<file path="src/rtl/merge_pkg.sv">
// Shared constants and channel-id type for the 2:1 round-robin merge.
package merge_pkg;

    localparam int FIFO_DEPTH = 2;
    localparam int PTR_W      = 1;

    typedef logic [0:0] src_t;

    localparam src_t SRC_CH0 = 1'b0;
    localparam src_t SRC_CH1 = 1'b1;

    function automatic src_t other_src(input src_t s);
        return (s == SRC_CH0) ? SRC_CH1 : SRC_CH0;
    endfunction

endpackage

</file>
<file path="src/rtl/merge_2x1_rr_if.sv">
// Two valid/ready input channels plus the tagged merged output stream.
interface merge_2x1_rr_if import merge_pkg::*; #(parameter int WIDTH = 8);

    logic             in0_valid;
    logic [WIDTH-1:0] in0_data;
    logic             in0_ready;
    logic             in1_valid;
    logic [WIDTH-1:0] in1_data;
    logic             in1_ready;
    logic             out_valid;
    logic [WIDTH-1:0] out_data;
    src_t             out_src;
    logic             out_ready;

    // master: the surrounding datapath (demux side and consumer side)
    modport master (
        output in0_valid, in0_data, input in0_ready,
        output in1_valid, in1_data, input in1_ready,
        input  out_valid, out_data, out_src, output out_ready
    );

    modport slave (
        input  in0_valid, in0_data, output in0_ready,
        input  in1_valid, in1_data, output in1_ready,
        output out_valid, out_data, out_src, input out_ready
    );

endinterface

</file>
<file path="src/rtl/merge_2x1_rr_fifo.sv">
// Two-entry FIFO, head visible combinationally; push ignored when full, no full-bypass.
// Caller guarantees pop only when non-empty.
module fifo_2deep import merge_pkg::*; #(parameter int WIDTH = 8) (
    input  logic             clk,
    input  logic             rst,
    input  logic             push,
    input  logic [WIDTH-1:0] push_data,
    input  logic             pop,
    output logic [WIDTH-1:0] head_data,
    output logic             empty,
    output logic             full
);

    localparam logic [1:0] FULL_CNT = 2'(FIFO_DEPTH);

    logic [WIDTH-1:0] mem [FIFO_DEPTH];
    logic [PTR_W-1:0] wr_ptr;
    logic [PTR_W-1:0] rd_ptr;
    logic [1:0]       count;
    logic             do_push;

    assign do_push   = push && !full;
    assign empty     = (count == 2'd0);
    assign full      = (count == FULL_CNT);
    assign head_data = mem[rd_ptr];

    always_ff @(posedge clk or posedge rst) begin
        if (rst) begin
            wr_ptr <= '0;
            rd_ptr <= '0;
            count  <= 2'd0;
        end else begin
            if (do_push) wr_ptr <= wr_ptr + 1'b1;
            if (pop)     rd_ptr <= rd_ptr + 1'b1;
            case ({do_push, pop})
                2'b10:   count <= count + 2'd1;
                2'b01:   count <= count - 2'd1;
                default: count <= count;
            endcase
        end
    end

    // storage needs no reset: count gates what is ever read out
    always_ff @(posedge clk) begin
        if (do_push) mem[wr_ptr] <= push_data;
    end

endmodule

</file>
<file path="src/rtl/merge_2x1_rr.sv">
// 2:1 round-robin merge: per-channel 2-deep FIFO, registered tagged output, 2-cycle latency.
// Output stalls hold data/src and stop pops; full FIFOs drop inN_ready.
module merge_2x1_rr import merge_pkg::*; #(parameter int WIDTH = 8) (
    input  logic           clk,
    input  logic           rst,
    merge_2x1_rr_if.slave  bus
);

    logic             push0, push1;
    logic             pop0, pop1;
    logic [WIDTH-1:0] head0, head1;
    logic             empty0, empty1;
    logic             full0, full1;
    logic             load;
    src_t             grant;
    src_t             last_grant;
    logic             out_valid_q;
    logic [WIDTH-1:0] out_data_q;
    src_t             out_src_q;

    assign bus.in0_ready = !rst && !full0;
    assign bus.in1_ready = !rst && !full1;
    assign push0 = bus.in0_valid && bus.in0_ready;
    assign push1 = bus.in1_valid && bus.in1_ready;

    fifo_2deep #(.WIDTH(WIDTH)) u_fifo0 (
        .clk(clk), .rst(rst), .push(push0), .push_data(bus.in0_data),
        .pop(pop0), .head_data(head0), .empty(empty0), .full(full0)
    );

    fifo_2deep #(.WIDTH(WIDTH)) u_fifo1 (
        .clk(clk), .rst(rst), .push(push1), .push_data(bus.in1_data),
        .pop(pop1), .head_data(head1), .empty(empty1), .full(full1)
    );

    assign load = (!out_valid_q || bus.out_ready) && (!empty0 || !empty1);

    always_comb begin
        grant = SRC_CH0;
        if (empty0)      grant = SRC_CH1;
        else if (empty1) grant = SRC_CH0;
        else             grant = other_src(last_grant);
    end

    assign pop0 = load && (grant == SRC_CH0);
    assign pop1 = load && (grant == SRC_CH1);

    always_ff @(posedge clk or posedge rst) begin
        if (rst) begin
            out_valid_q <= 1'b0;
            out_data_q  <= '0;
            out_src_q   <= SRC_CH0;
            last_grant  <= SRC_CH1;
        end else if (load) begin
            out_valid_q <= 1'b1;
            out_data_q  <= (grant == SRC_CH0) ? head0 : head1;
            out_src_q   <= grant;
            last_grant  <= grant;
        end else if (bus.out_ready) begin
            out_valid_q <= 1'b0;
        end
    end

    assign bus.out_valid = out_valid_q;
    assign bus.out_data  = out_data_q;
    assign bus.out_src   = out_src_q;

endmodule
</file>
<file path="src/flat_wrapper.sv">
// flat-port wrapper written by rule: the top's interface ports become plain ports
module merge_2x1_rr_flat import merge_pkg::*;
#(parameter int WIDTH = 8)
  (clk, rst, bus_in0_valid, bus_in0_data, bus_in0_ready, bus_in1_valid, bus_in1_data, bus_in1_ready, bus_out_valid, bus_out_data, bus_out_src, bus_out_ready);
  merge_2x1_rr_if #(.WIDTH(WIDTH)) bus_i ();
  input  logic clk;
  input  logic rst;
  input wire logic [$bits(bus_i.in0_valid)-1:0] bus_in0_valid;
  input wire logic [$bits(bus_i.in0_data)-1:0] bus_in0_data;
  output wire logic [$bits(bus_i.in0_ready)-1:0] bus_in0_ready;
  input wire logic [$bits(bus_i.in1_valid)-1:0] bus_in1_valid;
  input wire logic [$bits(bus_i.in1_data)-1:0] bus_in1_data;
  output wire logic [$bits(bus_i.in1_ready)-1:0] bus_in1_ready;
  output wire logic [$bits(bus_i.out_valid)-1:0] bus_out_valid;
  output wire logic [$bits(bus_i.out_data)-1:0] bus_out_data;
  output wire logic [$bits(bus_i.out_src)-1:0] bus_out_src;
  input wire logic [$bits(bus_i.out_ready)-1:0] bus_out_ready;
  assign bus_i.in0_valid = bus_in0_valid;
  assign bus_i.in0_data = bus_in0_data;
  assign bus_in0_ready = bus_i.in0_ready;
  assign bus_i.in1_valid = bus_in1_valid;
  assign bus_i.in1_data = bus_in1_data;
  assign bus_in1_ready = bus_i.in1_ready;
  assign bus_out_valid = bus_i.out_valid;
  assign bus_out_data = bus_i.out_data;
  assign bus_out_src = bus_i.out_src;
  assign bus_i.out_ready = bus_out_ready;
  merge_2x1_rr #(.WIDTH(WIDTH)) u_core (.clk(clk), .rst(rst), .bus(bus_i));
endmodule
</file>
<file path="config.mk">
export PLATFORM = sky130hd
export DESIGN_NAME = merge_2x1_rr_flat
export DESIGN_NICKNAME = d
export VERILOG_FILES = /design/src/rtl/merge_pkg.sv /design/src/rtl/merge_2x1_rr_if.sv /design/src/rtl/merge_2x1_rr_fifo.sv /design/src/rtl/merge_2x1_rr.sv /design/src/flat_wrapper.sv
export SDC_FILE = /design/constraint.sdc
export NUM_CORES = 1
export LEC_CHECK = 0
export BUFFER_PORTS_ARGS = -buffer_cell sky130_fd_sc_hd__buf_2
export CAP_MARGIN = 20
export CORE_MARGIN = 1.5
export CORE_UTILIZATION = 55
export DETAILED_ROUTE_END_ITERATION = 12
export HOLD_SLACK_MARGIN = 0.05
export PLACE_DENSITY = 0.78
export SETUP_SLACK_MARGIN = 0.15
export SLEW_MARGIN = 40
export SYNTH_ARGS = -nofsm -noshare
export SYNTH_HDL_FRONTEND = slang
export SYNTH_SLANG_ARGS = --single-unit
export TNS_END_PERCENT = 100
</file>
<file path="constraint.sdc">
create_clock -name clk -period 2.7 [get_ports clk]
set_input_delay 0.54 -clock clk [delete_from_list [all_inputs] [get_ports clk]]
set_output_delay 0.54 -clock clk [all_outputs]
set_load 0.02 [all_outputs]
</file>
==> results of run 1 <==
## critical path, cell delays in order, from the launching register on
cell and delay [ns]:
dfrtp_1 0.52, nor2_1 0.13, o221ai_2 0.52, inv_1 0.10, ha_1 0.35, nor2_1 0.14, xnor2_1 0.13
## flip-flops by register name (all words and copies together) (netlist names)
signal / cells
u_core.u_fifo0.mem: 16
u_core.bus.out_data: 8
u_core.u_fifo1.rd_ptr: 1
u_core.u_fifo0.count: 2
u_core.last_grant: 1
u_core.u_fifo0.rd_ptr: 1
u_core.u_fifo1.count: 2
u_core.bus.out_valid: 1
u_core.u_fifo0.wr_ptr: 1
u_core.bus.out_src: 1
u_core.u_fifo1.wr_ptr: 1
u_core.u_fifo1.mem: 16
## layout make-up
cell class / instances / area [um^2] / share of cell area, %
Clock buffer: 6 / 72.57 / 3.110
Clock inverter: 2 / 13.76 / 0.5898
Inverter: 5 / 18.77 / 0.8043
Multi-Input combinational cell: 67 / 543.0 / 23.27
Sequential cell: 51 / 1438 / 61.61
Tap cell: 46 / 57.56 / 2.466
Timing Repair Buffer: 36 / 190.2 / 8.150
## kinds of logic after synthesis
| group | share of synthesized area (%) |
|---|---|
| xor+xnor | 4.279 |
| mux | 7.824 |
| simple gates | 4.646 |
| compound gates | 8.557 |
| flops | 70.23 |
| buf+inv | 3.239 |
| fa+ha+maj | 1.222 |
## power breakdown
part / total, W / internal [W] / switching, W / leakage, nW
combinational: 0.000784 / 0.000357 / 0.000427 / 0.385
sequential: 0.00126 / 0.00105 / 0.000213 / 0.515
clock: 0.000415 / 0.000183 / 0.000232 / 0.0452
total: 0.00246 / 0.00159 / 0.000872 / 0.945
## stage by stage
stage | worst slack [ns] | hold slack, ns | area [um^2]
6_report | 0.7354 | 0.2402 | 2333
3_3_place_gp | 0.7853 | 0.4704 | 2247
3_5_place_dp | 0.7031 | 0.4897 | 2247
5_1_grt | 0.5751 | 0.2650 | 2333
4_1_cts | 0.7246 | 0.2423 | 2333
2_1_floorplan | 0.6300 | 0.4604 | 2047
## layer usage
metal  up-vias  part of all wire, %  wire length, um
li1        552                    -                -
met1       581                   41             1474
met2        27                   53             1909
met3         4                  4.4              159
met4         0                  1.4               51
met5         -                    0                0
## cells in the final DEF (no fill, tap or decap), types with 4 or more instances in the layout
cell	n
buf_2	32
o221ai_1	8
xnor2_1	10
o21ai_0	9
edfxtp_1	32
nor2_1	6
buf_4	4
clkbuf_8	5
mux2i_1	16
o21a_1	4
dfrtp_1	18
inv_1	5
## worst max path at each step
stage / startpoint / endpoint / depth (start not counted)
floorplan: rst / u_core.u_fifo0.mem[0][0] / 3
global placement: u_core.u_fifo1.count[0] / u_core.u_fifo0.count[1] / 6
detailed placement: rst / u_core.u_fifo0.count[1] / 7
CTS: u_core.u_fifo1.count[0] / u_core.u_fifo0.count[1] / 6
global route: u_core.u_fifo1.count[0] / u_core.u_fifo0.count[1] / 6
finish: u_core.u_fifo1.count[0] / u_core.u_fifo0.count[1] / 6
==> impl_metrics.env, run 1 <==
export IMPL_post_route_util_pct=67.79
export IMPL_htreeDepth=2
export IMPL_grt_total_usage_pct=19.81
export IMPL_ys_seq_area_share_pct=70.23
export IMPL_fin_skew_ns=0.01307
export IMPL_drt_iter0_drc=43
export IMPL_maxCapViolCount=0
export IMPL_cts_tree="built"
export IMPL_p_leak_nw=0.9449
export IMPL_p_per_area_nw_per_um2=1054
export IMPL_grt_use_met1_pct=23.11
export IMPL_clock_fmax_mhz=509.0
export IMPL_cts_buffer_depth=2
export IMPL_path_class="reg -> reg"
export IMPL_synth_avg_cell_area_um2=15.87
export IMPL_routabilityCongestion=0.7256
export IMPL_grt_pass1_wl_um=5844
export IMPL_cts_hold_buf=0
export IMPL_dp_cells=205
export IMPL_r2r_end="u_core.u_fifo0.count[1]"
export IMPL_io_buffers=32
export IMPL_power_w=0.002460
export IMPL_met2_usage_pct=35.16
export IMPL_vias_per_cell=5.465
export IMPL_clk_pin_slew_ns=0.09
export IMPL_synth_edf_count=32
export IMPL_start_kind="flip-flop"
export IMPL_holdCritPathClass="in -> async"
export IMPL_grt_setup_unrepaired="no"
export IMPL_cts_setup_buffers=0
export IMPL_yosysMostFrequentCell="edfxtp_1"
export IMPL_layout_drive_gt1_share_pct=29.34
export IMPL_ant_nets=0
export IMPL_dieHeight_um=64.01
export IMPL_synth_area_leaders="edfxtp_1, dfrtp_1, mux2i_1"
export IMPL_async_flop_share_pct=37.25
export IMPL_cts_buffers=5
export IMPL_cts_resized=0
export IMPL_antenna_found_initial=0
export IMPL_ys_ff_latch=51
export IMPL_fp_row_count=21
export IMPL_grt_max_degree=17
export IMPL_synth_nets=152
export IMPL_syn_inst=129
export IMPL_critical_path_arrival_ns=2.20
export IMPL_core_um2=3442
export IMPL_syn_area_um2=2047
export IMPL_maxSlewViolCount=0
export IMPL_start_util_pct=59.47
export IMPL_finalSetupViolCount=0
export IMPL_synthTopCellsByCount="edfxtp_1, dfrtp_1, mux2i_1"
export IMPL_grt_pass1_vias=1224
export IMPL_ir_drop_mv=0.4596
export IMPL_reg2reg_depth=6
export IMPL_fin_nets=189
export IMPL_cp_max_fo=12
export IMPL_cts_sinks=51
export IMPL_setup_tns_ns=0
export IMPL_relSlewSlack_pct=50.34
export IMPL_dp_hpwl_um=2615
export IMPL_route_detailed_wl_per_inst_um=16.87
export IMPL_grt_met3_usage_pct=5.986
export IMPL_overflow=0
export IMPL_vias=1164
export IMPL_finalCritPeriodShare_pct=72.76
export IMPL_synth_flop_cell="edfxtp_1"
export IMPL_antenna_cells=0
export IMPL_synthToLayoutAreaGrowth_pct=14.00
export IMPL_io_pin_count=33
export IMPL_drc=0
export IMPL_synth_area_leader_cell="edfxtp_1"
export IMPL_outcome="complete, no violations"
export IMPL_synth_distinct_cells=24
export IMPL_final_cells=213
export IMPL_clk_latency_ns=0.30
export IMPL_fin_crit_ns=1.965
export IMPL_synth_warning_count=0
export IMPL_wl_um=3594
export IMPL_die_w_um=64.01
export IMPL_finalHoldViolations=0
export IMPL_r2r_setup_slack_ns=0.74
export IMPL_synth_top_area_share_pct=46.94
export IMPL_grt_busiest_layer="met2"
export IMPL_die_area_um2=4097
export IMPL_final_fill_count=249
export IMPL_worstMarginPinSlew_ns=0.7434
export IMPL_critPathCaptureType="flip-flop"
export IMPL_r2r_start="u_core.u_fifo1.count[0]"
export IMPL_cp_required_ns=2.93
export IMPL_cts_root_buf="clkbuf_8"
export IMPL_drt_pass1_iter_count=4
No activity file was read; power rests on OpenSTA's default activity.
==> run 2: changes to the inputs <==
CORE_UTILIZATION = 49   (was 55)
PLACE_DENSITY = 0.73   (was 0.78)
clock period = 1.61 ns   (was 2.7 ns; I/O delays follow)
==> run 2 against run 1 <==
Compared with the run above: sequential share of layout area down 6.1 points; power increased by 93%; wire length rose by 5.6%; register-to-register slack got worse by 0.58 ns; die area grew 12%; clock-buffer cell count increased by 1; global-route usage down 1.5 points; via count grew 3.4%; non-clock buffer count grew 16; critical endpoint is now bus_in0_ready; largest cell class unchanged; largest power group unchanged.
==> impl_metrics.env, run 2 (synthesis gave the netlist of run 1 again) <==
export IMPL_clk_latency_ns=0.30
export IMPL_wl_um=3795
export IMPL_critical_path_arrival_ns=1.14
export IMPL_finalSetupViolCount=0
export IMPL_drc=0
export IMPL_fin_crit_ns=1.458
export IMPL_fin_nets=205
export IMPL_io_pin_count=33
export IMPL_routabilityCongestion=0.7481
export IMPL_critPathCaptureType="output pin"
export IMPL_cp_max_fo=5
export IMPL_overflow=0
export IMPL_final_fill_count=280
export IMPL_grt_total_usage_pct=18.34
export IMPL_worst_path_stages=2
export IMPL_critPathMaxStageDelay_ns=0.47
export IMPL_grt_pass1_wl_um=5623
export IMPL_layout_drive_gt1_share_pct=46.45
export IMPL_cts_buffers=5
export IMPL_maxCapViolCount=0
export IMPL_worstMarginPinSlew_ns=0.4525
export IMPL_antenna_cells=0
export IMPL_ir_drop_mv=0.8145
export IMPL_path_class="reg -> out"
export IMPL_cts_tree="built"
export IMPL_vias=1204
export IMPL_setup_tns_ns=0
export IMPL_dp_hpwl_um=2659
export IMPL_place_area_um2=2352
export IMPL_holdCritPathClass="in -> async"
export IMPL_p_per_area_nw_per_um2=1826
export IMPL_p_leak_nw=1.044
export IMPL_maxSlewViolCount=0
export IMPL_io_buffers=32
export IMPL_cts_sinks=51
export IMPL_finalCritPeriodShare_pct=90.54
export IMPL_grt_max_degree=17
export IMPL_route_detailed_wl_per_inst_um=16.29
export IMPL_seq_area_um2=1444
export IMPL_core_um2=4000
export IMPL_clock_fmax_mhz=686.0
export IMPL_start_util_pct=51.17
export IMPL_drt_pass1_iter_count=4
export IMPL_multi_input_area_um2=624.3
export IMPL_crit_family="flip-flops"
export IMPL_outcome="complete, no violations"
export IMPL_mostFrequentLayoutCell="edfxtp_1"
export IMPL_synthToLayoutAreaGrowth_pct=27.08
export IMPL_die_area_um2=4574
export IMPL_stdcell_area_um2=2601
export IMPL_power_w=0.004751
export IMPL_post_route_util_pct=65.03
export IMPL_crit_chain="o21a_1 -> buf_6"
export IMPL_cp_required_ns=1.29
export IMPL_fp_row_count=23
export IMPL_worst_path_buf_inv=1
export IMPL_cts_buffer_depth=2
export IMPL_final_cells=233
export IMPL_cts_root_buf="clkbuf_8"
export IMPL_r2r_start="u_core.u_fifo0.count[1]"
export IMPL_htreeDepth=2
export IMPL_dp_cells=217
export IMPL_start_kind="flip-flop"
export IMPL_grt_setup_unrepaired="yes"
export IMPL_slowest_stage="dfrtp_2"
export IMPL_finalHoldViolations=0
export IMPL_antenna_found_initial=0
export IMPL_relSlewSlack_pct=69.83
export IMPL_r2r_end="u_core.u_fifo1.count[1]"
export IMPL_dieHeight_um=67.64
export IMPL_layout_common_cells="edfxtp_1, buf_2, buf_4"
export IMPL_fin_skew_ns=0.008033
export IMPL_ant_nets=0
export IMPL_grt_pass1_vias=1201
export IMPL_vias_per_cell=5.167
export IMPL_r2r_setup_slack_ns=0.16
export IMPL_die_w_um=67.64
export IMPL_drt_iter0_drc=79
export IMPL_reg2reg_depth=8
export IMPL_clk_pin_slew_ns=0.09
-- run 2: cell count changes in the layout (fill, tap and decap cells not counted), moves of 2 or more --
cell | previous run | this run
buf_6 | 0 | 3
ha_4 | 0 | 2
dfrtp_2 | 0 | 5
xnor2_1 | 10 | 8
nor2_2 | 1 | 4
buf_4 | 4 | 18
dfrtp_1 | 18 | 13
xnor2_2 | 0 | 2
ha_1 | 2 | 0
inv_2 | 0 | 3
buf_2 | 32 | 30
nor2_1 | 6 | 3
inv_1 | 5 | 0
-- run 2: what timing repair did --
item                       4_1_cts  5_1_grt
setup buffers                    4        3
resized for setup                7       15
pin swaps                        3        8
hold endpoints to repair         2        0
setup endpoints to repair       22        4
hold buffers                     1        0
-- run 2: stage by stage --
step / hold WS [ns] / setup slack [ns]
2_1_floorplan: 0.1848 / 0.05078
3_3_place_gp: 0.2353 / 0.1330
3_5_place_dp: 0.2425 / 0.03167
4_1_cts: 0.06697 / 0.1335
5_1_grt: 0.08581 / 0.1144
6_report: 0.07274 / 0.1523
-- run 2: worst max path at each step --
stage / startpoint / to / slack (ns)
6_report: u_core.u_fifo0.count[0] / bus_in0_ready / 0.15
5_1_grt: u_core.u_fifo0.count[1] / u_core.u_fifo0.count[1] / 0.11
4_1_cts: u_core.u_fifo0.count[0] / u_core.u_fifo1.count[1] / 0.13
3_5_place_dp: u_core.u_fifo0.count[0] / u_core.u_fifo1.count[1] / 0.03
3_3_place_gp: u_core.u_fifo0.count[1] / u_core.u_fifo0.count[1] / 0.13
2_1_floorplan: rst / u_core.u_fifo0.mem[0][0] / 0.05
-- run 2: worst register-to-register path: stages (launching register included) --
cell and delay (ns):
dfrtp_2 0.43, buf_4 0.14, o21ai_2 0.17, nand3_4 0.11, inv_4 0.07, ha_4 0.13
xnor2_2 0.11, nor2_1 0.08, xnor2_1 0.12
-- run 2: layout make-up --
class	count	share of cell area, %
inverter	5	0.9620
clock buffer	7	4.137
tap	50	2.405
timing repair buffer	52	12.65
multi-input combinational	67	24.00
clock inverter	1	0.3367
sequential	51	55.51
-- run 2: report_power, final --
part / total [W] / switching (W) / internal, W
Combinational: 0.00182 / 0.000917 / 0.000905
Clock: 0.000847 / 0.000398 / 0.000448
Sequential: 0.00208 / 0.000312 / 0.00177
Total: 0.00475 / 0.00163 / 0.00312
-- run 2: routing by layer --
metal  up-vias  share of wire (%)  track usage, %
met5         -                  0               0
li1        585                  -               -
met2        25                 54           31.62
met4         0                2.0           9.694
met1       588                 40           20.49
met3         6                3.5           5.167
==> run 3: changes to the inputs <==
CORE_MARGIN = 2   (was 1.5)
CORE_UTILIZATION = 55   (was 49)
PLACE_DENSITY = 0.84   (was 0.73)
clock period = 1.4 ns   (was 1.61 ns; I/O delays follow)
==> run 3 against run 2 <==
Compared with the run above: sequential cell count unchanged; sequential power up 17%; the flow now finishes with violations (negative setup slack); clock skew about the same; worst setup slack worse by 0.24 ns; critical path depth up 1; register-to-register slack worse by 0.21 ns; worst hold slack worse by 0.0042 ns; final area up 11%.
==> impl_metrics.env, run 3 (synthesis gave the netlist of run 1 again) <==
export IMPL_outcome="finished with violations"
export IMPL_violations="negative setup slack"
export IMPL_drt_iter0_drc=145
export IMPL_p_per_area_nw_per_um2=2224
export IMPL_drt_pass1_iter_count=4
export IMPL_holdCritPathClass="in -> async"
export IMPL_clock_fmax_mhz=672.9
export IMPL_fin_skew_ns=0.008359
export IMPL_cts_tree="built"
export IMPL_routabilityCongestion=0.7539
export IMPL_p_clk_share_pct=17.8
export IMPL_path_class="reg -> out"
export IMPL_switching_power_w=0.002291
export IMPL_slowest_stage="dfrtp_2"
export IMPL_r2r_start="u_core.u_fifo1.count[1]"
export IMPL_dp_hpwl_um=2966
export IMPL_seq_area_um2=1441
export IMPL_grt_total_usage_pct=25.13
export IMPL_start_util_pct=56.77
export IMPL_cpMostUsedCell="buf_6"
export IMPL_finalSetupViolCount=21
export IMPL_die_area_um2=4226
export IMPL_fin_nets=215
export IMPL_final_cells=241
export IMPL_critPathMaxStageDelay_ns=0.45
export IMPL_cts_root_buf="clkbuf_8"
export IMPL_core_um2=3606
export IMPL_power_internal_w=0.004144
export IMPL_fp_row_count=22
export IMPL_dp_cells=221
export IMPL_layout_common_cells="edfxtp_1, buf_2, mux2i_1"
export IMPL_hold_ws_ns=0.06856
export IMPL_htreeDepth=2
export IMPL_combPwrFrac_pct=44.4
export IMPL_cts_sinks=51
export IMPL_critical_path_arrival_ns=1.21
export IMPL_finalCritPeriodShare_pct=106.2
export IMPL_stdcell_area_um2=2893
export IMPL_p_leak_nw=1.153
export IMPL_multi_input_area_um2=763.2
export IMPL_cp_max_fo=4
export IMPL_startpoint="u_core.u_fifo1.count[0]"
export IMPL_place_area_um2=2426
export IMPL_start_kind="flip-flop"
export IMPL_clk_latency_ns=0.31
export IMPL_timing_final_ws_setup_ns=-0.08619
export IMPL_final_fill_count=179
export IMPL_layout_drive_gt1_share_pct=58.55
export IMPL_finalHoldViolations=0
export IMPL_grt_max_degree=17
export IMPL_mostFrequentLayoutCell="edfxtp_1"
export IMPL_critPathCaptureType="output pin"
export IMPL_reg2reg_depth=6
export IMPL_io_buffers=32
export IMPL_switching_share_pct=35.60
export IMPL_relSlewSlack_pct=69.03
export IMPL_route_detailed_wl_per_inst_um=20.59
export IMPL_cts_buffers=5
export IMPL_grt_setup_unrepaired="yes"
export IMPL_maxSlewViolCount=0
export IMPL_fin_crit_ns=1.486
export IMPL_vias=1344
export IMPL_clk_pin_slew_ns=0.10
export IMPL_synthToLayoutAreaGrowth_pct=41.32
export IMPL_worstMarginPinSlew_ns=0.4646
export IMPL_grt_pass1_wl_um=7493
export IMPL_wl_um=4963
export IMPL_seq_power_share_pct=37.8
export IMPL_maxCapViolCount=0
export IMPL_dieHeight_um=65.01
export IMPL_cp_required_ns=1.12
export IMPL_crit_chain="buf_6 -> o21a_4 -> buf_6"
export IMPL_antenna_found_initial=0
export IMPL_r2r_setup_slack_ns=-0.05
export IMPL_crit_family="flip-flops"
export IMPL_r2r_end="u_core.u_fifo1.mem[0][5]"
export IMPL_overflow=0
export IMPL_io_pin_count=33
export IMPL_ant_nets=0
export IMPL_worst_path_buf_inv=2
export IMPL_power_w=0.006434
export IMPL_post_route_util_pct=80.22
export IMPL_vias_per_cell=5.577
export IMPL_die_w_um=65.01
export IMPL_ir_drop_mv=1.537
export IMPL_grt_pass1_vias=1448
export IMPL_cts_buffer_depth=2
export IMPL_drc=0
export IMPL_antenna_cells=0
## run 3: cell types whose count changed in the layout (fill, tap and decap cells not counted), sizes merged
cell      previous run  this run
buf                 51        61
inv                  5         4
bufinv               0         1
clkbuf               7         6
clkinvlp             1         2
## run 3: stage by stage
stage | setup TNS (ns) | setup WS [ns]
floorplan | -0.4836 | -0.1160
global placement | -0.004472 | -0.004472
detailed placement | -0.5976 | -0.08938
CTS | -0.4189 | -0.08569
global route | -1.854 | -0.1169
finish | -0.7497 | -0.08619
## run 3: worst min-delay path: cells and delay by family
family   cells  cell delay [ns]
buf+inv      3             0.44
## run 3: metal layers
metal | track usage [%] | part of all wire [%] | vias up
li1 | - | - | 608
met1 | 29.40 | 40 | 667
met2 | 43.04 | 53 | 57
met3 | 7.986 | 4.9 | 12
met4 | 9.840 | 2.5 | 0
met5 | 0 | 0 | -
## run 3: repair_timing
action,4_1_cts,5_1_grt
pin swaps,11,3
resized for setup,48,15
buffers inserted,10,0
gates cloned,1,0
hold buffers,1,0
setup endpoints to repair,49,45
hold endpoints to repair,1,0
## run 3: power by group through the flow
stage,clock [W],sequential [W],combinational [W]
finish,0.00115,0.00243,0.00285
global route,0.00122,0.00247,0.00301
CTS,0.00113,0.00237,0.00259
detailed placement,0,0.00239,0.00200
global placement,0,0.00235,0.00188
floorplan,0,0.00240,0.00128
## run 3: worst max-delay path by stage
stage,cells past startpoint,slack [ns],endpoint
finish,3,-0.09,bus_in1_ready
CTS,3,-0.09,bus_in1_ready
global route,3,-0.12,bus_in1_ready
detailed placement,7,-0.09,u_core.u_fifo1.count[1]
global placement,7,-0.004,u_core.u_fifo1.count[1]
floorplan,8,-0.12,u_core.u_fifo0.count[1]
## run 3: final cells by class
class,count,share of cell area (%)
Multi-Input combinational cell,67,26.38
Clock inverter,2,1.298
Tap cell,48,2.076
Clock buffer,6,3.244
Timing Repair Buffer,62,16.39
Sequential cell,51,49.83
Inverter,5,0.7785
